### config.mk
export PLATFORM = sky130hd
export DESIGN_NAME = led_pwm_fader
export DESIGN_NICKNAME = d
export VERILOG_FILES = /design/src/rtl/led_pwm_fader.sv
export SDC_FILE = /design/constraint.sdc
export NUM_CORES = 1
export LEC_CHECK = 0
export BUFFER_PORTS_ARGS = -buffer_cell sky130_fd_sc_hd__buf_2
export CAP_MARGIN = 20
export CORE_UTILIZATION = 45
export DETAILED_ROUTE_END_ITERATION = 8
export PLACE_DENSITY = 0.62
export SYNTH_ARGS = -nofsm -noshare
export SYNTH_HDL_FRONTEND = slang
export SYNTH_SLANG_ARGS = --single-unit
export TNS_END_PERCENT = 1
### constraint.sdc
create_clock -name sys_clk -period 3.2 [get_ports sys_clk]
set_input_delay 0.48 -clock sys_clk [delete_from_list [all_inputs] [get_ports sys_clk]]
set_output_delay 0.48 -clock sys_clk [all_outputs]
set_load 0.005 [all_outputs]
### src/rtl/led_pwm_fader.sv
// Per-channel PWM LED driver: each channel's brightness ramps one step per
// prescaler tick toward its requested on/off state, then drives a PWM output.
module led_pwm_fader #(
    parameter int unsigned N_LEDS   = 8,
    parameter int unsigned PWM_BITS = 8,
    parameter int unsigned RAMP_DIV = 4096
) (
    input  logic              sys_clk,
    input  logic              sys_rst,
    input  logic [N_LEDS-1:0] led_in,
    output logic [N_LEDS-1:0] led_out,
    output logic              settled
);

    localparam int unsigned           PRE_BITS  = (RAMP_DIV > 2) ? $clog2(RAMP_DIV) : 1;
    localparam logic [PWM_BITS-1:0]   MAX_LEVEL = '1;
    localparam logic [PRE_BITS-1:0]   PRE_LAST  = PRE_BITS'(RAMP_DIV - 1);

    logic [PWM_BITS-1:0] pwm_cnt;
    logic [PRE_BITS-1:0] prescaler;
    logic [N_LEDS-1:0]   led_in_q;
    logic [PWM_BITS-1:0] level [N_LEDS];
    logic                ramp_tick;
    logic [N_LEDS-1:0]   at_target;

    always_comb begin
        ramp_tick = (prescaler == PRE_LAST);
        at_target = '0;
        for (int unsigned i = 0; i < N_LEDS; i++) begin
            at_target[i] = (level[i] == (led_in_q[i] ? MAX_LEVEL : '0));
        end
    end

    always_ff @(posedge sys_clk) begin
        if (sys_rst) begin
            pwm_cnt   <= '0;
            prescaler <= '0;
            led_in_q  <= '0;
            led_out   <= '0;
            settled   <= 1'b0;
            for (int unsigned i = 0; i < N_LEDS; i++) begin
                level[i] <= '0;
            end
        end else begin
            pwm_cnt   <= pwm_cnt + PWM_BITS'(1);
            prescaler <= ramp_tick ? '0 : prescaler + PRE_BITS'(1);
            led_in_q  <= led_in;
            settled   <= &at_target;
            for (int unsigned i = 0; i < N_LEDS; i++) begin
                // Saturating step: held at the rails, never wraps.
                if (ramp_tick) begin
                    if (led_in_q[i] && level[i] != MAX_LEVEL) begin
                        level[i] <= level[i] + PWM_BITS'(1);
                    end else if (!led_in_q[i] && level[i] != '0) begin
                        level[i] <= level[i] - PWM_BITS'(1);
                    end
                end
                led_out[i] <= (level[i] == MAX_LEVEL) || (level[i] > pwm_cnt);
            end
        end
    end

endmodule

==> run summary <==
The highest ir drop seen on vdd was 0.301 mV; the via density per instance was 5.59. The worst hold path passes through 2 cells. The dominant synthesized flop cell was edfxtp_1.

The die is 134 µm wide. The share of async-settable or async-resettable flops after synthesis is 0%. Row count: 47. The critical path goes through ha_2 > nand4_1 > or4_4 > or3_4 > inv_2 > ha_1 > nor2b_1 > o21a_1 > o21ai_2 > mux2i_1 > a31oi_1. The total power per unit cell area is 350 nW/µm², and the switching part of the total power is 26.9%. Critical path startpoint category: a flip-flop. Class of the tightest hold or removal check: primary input to flip-flop. In this run, synthesis inferred 64 flip-flops with an integrated enable.

The max-slew violation total from the final report is 0. 19 I/O pins were placed. The placer congestion estimate was 0.850. Setup repair after global routing left no endpoint under its margin. Measured along the y axis, the die boundary spans 134 µm. Entering global routing, the biggest net connects 46 pins. Cells fill 51.2% of the core in the end. The tools report the count of endpoints failing hold in the final timing report as 0. The run gives 0.181 ns as the slack of the critical path. For this block, the initial DRC count from the detailed router was 347. A synthesized cell averages 9.14 µm². The die covers 17900 µm². The worst hold path terminates at led_in_q[2]. The number of register bits inferred by synthesis was 101; the maximum single-stage delay on the critical path was 0.62 ns. The count of clock tree sinks is 101. The critical path buffer and inverter count is 1. The worst path uses 94.4% of the clock period. The number of non-filler instances in the completed layout was 1111.

The max capacitance violation total was 0; the post-synth net total was 981. Based on the critical path, the design can be clocked at up to 331 MHz. The analysis attributes to net switching a power of 808 µW. The number of antenna violations at the first check in global routing came out at 0.

Depth of the most critical reg-to-reg path: 11. Timing analysis after detailed placement gives a worst setup slack of 0.0579 ns. The repair_antennas step left the layout with diodes totalling 0. The total internal power came out at 2.20 mW. Sequential cells account for 50.5% of the total power. The post-route netlist has 8.75% of its cells at a drive strength greater than 1. The endpoint arrival time on the critical path is 3.12 ns, and the share of synthesized area occupied by flip-flops and latches is 34.2%. Setup violations remaining at the end of the flow were counted as 0. The category of the most critical setup path was flip-flop to flip-flop. The worst setup path is captured at a flip-flop. The total clock buffers created by CTS is 9, and the effective utilization at floorplan is 46.5%.

The count of buffers from port buffering was 18. Summing internal, switching and leakage power gives 3.00 mW. The cell area that synthesis handed to floorplanning was 7790 µm².

The worst hold path begins at led_in[2]. TritonCTS built the clock tree. At the worst endpoint, the required time is 3.30 ns.

After layout, the minimum clock period comes to 3.02 ns. Endpoint of the lowest-slack register-to-register path: level[0][14]. Dividing the detail-routed wire length by the instance count gives 15.4 µm. Grouping stages by cell kind, the critical path spends the most delay in simple AND/OR/NAND/NOR gates. Along the worst path, the maximum fanout reaches 6. Clock-pin slew was measured on the worst setup and hold paths at 0.07 ns.

Max-slew headroom at the worst pin: 49.4%. The placed wire-length estimate was 12500 µm. Once detail routing completed, the nets flagged for antenna violations numbered 0. The detailed-router iteration count before antenna repair came out at 5. Number of warnings reported in the yosys synthesis log: 0. Synthesis produced 853 cells. The share of power burned in combinational logic came out at 12.2%.

The standard cell core area is 16800 µm², and the actual slew at the worst max-slew pin is 0.757 ns. In this run the deepest clock path goes through 2 buffers. The setup clock skew after layout was 0.00669 ns. The cell sitting at the root of the clock tree is a clkbuf_16.

After detailed routing, the number of remaining DRC violations is 0. Global routing finished with a remaining overflow of 0. The first global-routing pass estimated 29100 µm of wire. The wire length after detailed routing was 17200 µm; the total number of H-tree levels was 3. The tools report the via count as 6209. Per report_power, the clock group accounts for 37.4% of the total. For the layout net count, the log shows 1014. The signed area change from the synthesized netlist to the final layout works out to 10.1%. The tools report the startpoint of the most critical register-to-register path as prescaler[1]. The clock reaches the later pin of the worst-skew pair after 0.36 ns. The tools report the via count of the first global-routing pass as 5989.

Register-to-register setup slack: 0.18 ns. In this run, distinct cell masters in the synthesized netlist total 58. For this design, the slowest cell found on the critical path is or4_4. The flow ran to the end, and the final reports show no timing, DRC or antenna violations.

The number of instances in the placed design was 1094. The overall routing resource usage was 20.4%; the reported leakage power was 3.46 nW.
power by group through the flow:
stage	Combinational [mW]	Clock (mW)	Sequential (mW)
after detailed placement	0.363	0	1.54
after global routing	0.423	1.20	1.53
after CTS	0.367	1.16	1.51
final	0.365	1.12	1.52
after global placement	0.358	0	1.54
after floorplan	0.280	0	1.52
Yosys cell counts, types with 4 or more instances:
cell type | number | area [µm²]
edfxtp_1 | 64 | 1920
a31oi_1 | 13 | 81.3
and3_1 | 7 | 43.8
or4_1 | 13 | 97.6
ha_1 | 111 | 1390
o211ai_1 | 6 | 45.0
o21ai_0 | 25 | 125
a21o_1 | 8 | 60.1
fa_1 | 7 | 140
nor4_1 | 14 | 87.6
nor2_1 | 89 | 334
xnor2_1 | 17 | 149
nor2b_1 | 41 | 257
dfxtp_1 | 37 | 741
nand2_1 | 47 | 176
o311a_1 | 5 | 50.1
nand2b_1 | 11 | 68.8
nor3b_1 | 7 | 52.6
a221oi_1 | 7 | 61.3
nand3_1 | 31 | 155
a21oi_1 | 51 | 255
o2111ai_1 | 7 | 61.3
mux2i_1 | 7 | 70.1
xor2_1 | 13 | 114
nor3_1 | 41 | 205
o21a_1 | 16 | 120
nand4_1 | 29 | 181
or3_1 | 6 | 37.5
clkbuf_1 | 10 | 37.5
inv_1 | 64 | 240
o41a_1 | 4 | 45.0
kinds of logic after synthesis:
family	Yosys count	share of synthesized area [%]
xor gates and xnor gates	30	3.37
adders and majority gates	118	19.6
muxes	8	1.04
and+or+nand+nor	353	23.7
DFF	101	34.2
AOI/OAI and AO/OA	163	14.0
buffers and inverters	80	4.04
final cells by class:
cell class	instances	area, µm²
Multi-Input combinational cell	672	4850
Tap cell	220	275
Fill cell	1577	8180
Clock inverter	6	52.6
Inverter	65	244
Timing Repair Buffer	37	245
Clock buffer	10	250
Sequential cell	101	2670
registers in the layout (all words and copies together) (netlist names):
name       cells
level         64
led_out        8
led_in_q       8
pwm_cnt        8
settled        1
prescaler     12
metal layers:
| layer | part of all wire (%) | vias up | wire length, µm | GRT usage [%] |
|---|---|---|---|---|
| li1 | - | 3249 | - | - |
| met1 | 52 | 2882 | 8850 | 28.6 |
| met2 | 45 | 68 | 7700 | 32.6 |
| met3 | 2.5 | 10 | 426 | 3.01 |
| met4 | 1.1 | 0 | 181 | 5.74 |
| met5 | 0 | - | 0 | 0 |
placed cells by master, fill, tap and decap left out, types with 4 or more instances in the layout:
master,Yosys,final
ha_1,111,110
and3_1,7,7
xnor2_1,17,17
nand4_1,29,29
a21o_1,8,8
edfxtp_1,64,64
o211ai_1,6,6
nand2b_1,11,11
or3_1,6,6
o2111ai_1,7,7
o21a_1,16,16
nand2_1,47,47
nor3b_1,7,7
buf_2,0,18
o311a_1,5,5
inv_1,64,61
nor3_1,41,41
mux2i_1,7,7
nor4_1,14,14
xor2_1,13,13
buf_4,0,18
nand3_1,31,31
clkinv_4,0,4
clkbuf_16,0,10
nor2_1,89,89
o41a_1,4,4
o21ai_0,25,21
fa_1,7,7
a31oi_1,13,13
a21oi_1,51,50
dfxtp_1,37,35
nor2b_1,41,41
a221oi_1,7,7
or4_1,13,13
metrics by stage:
stage,TNS [ns],hold slack [ns],instance area [µm²]
6_report,0,0.336,8580
5_1_grt,0,0.338,8580
4_1_cts,0,0.329,8550
3_5_place_dp,0,0.517,8250
3_3_place_gp,0,0.502,8250
2_1_floorplan,-0.00783,0.432,7800
how the worst max path moves through the flow:
stage | cells after the start | slack, ns | to | startpoint
after floorplan | 12 | -0.008 | level[0][22] | prescaler[0]
after CTS | 11 | 0.04 | level[0][22] | prescaler[1]
after global placement | 10 | 0.10 | level[0][22] | sys_rst
after global routing | 11 | 0.006 | level[0][14] | prescaler[1]
final | 11 | 0.18 | level[0][14] | prescaler[1]
after detailed placement | 10 | 0.06 | level[0][22] | sys_rst
what timing repair did:
item | CTS | global route
endpoints found under the setup margin | 0 | 12
setup buffers | 0 | 1
hold buffers | 0 | 0
gates resized for setup | 0 | 10
(Power assumes the default switching activity.)
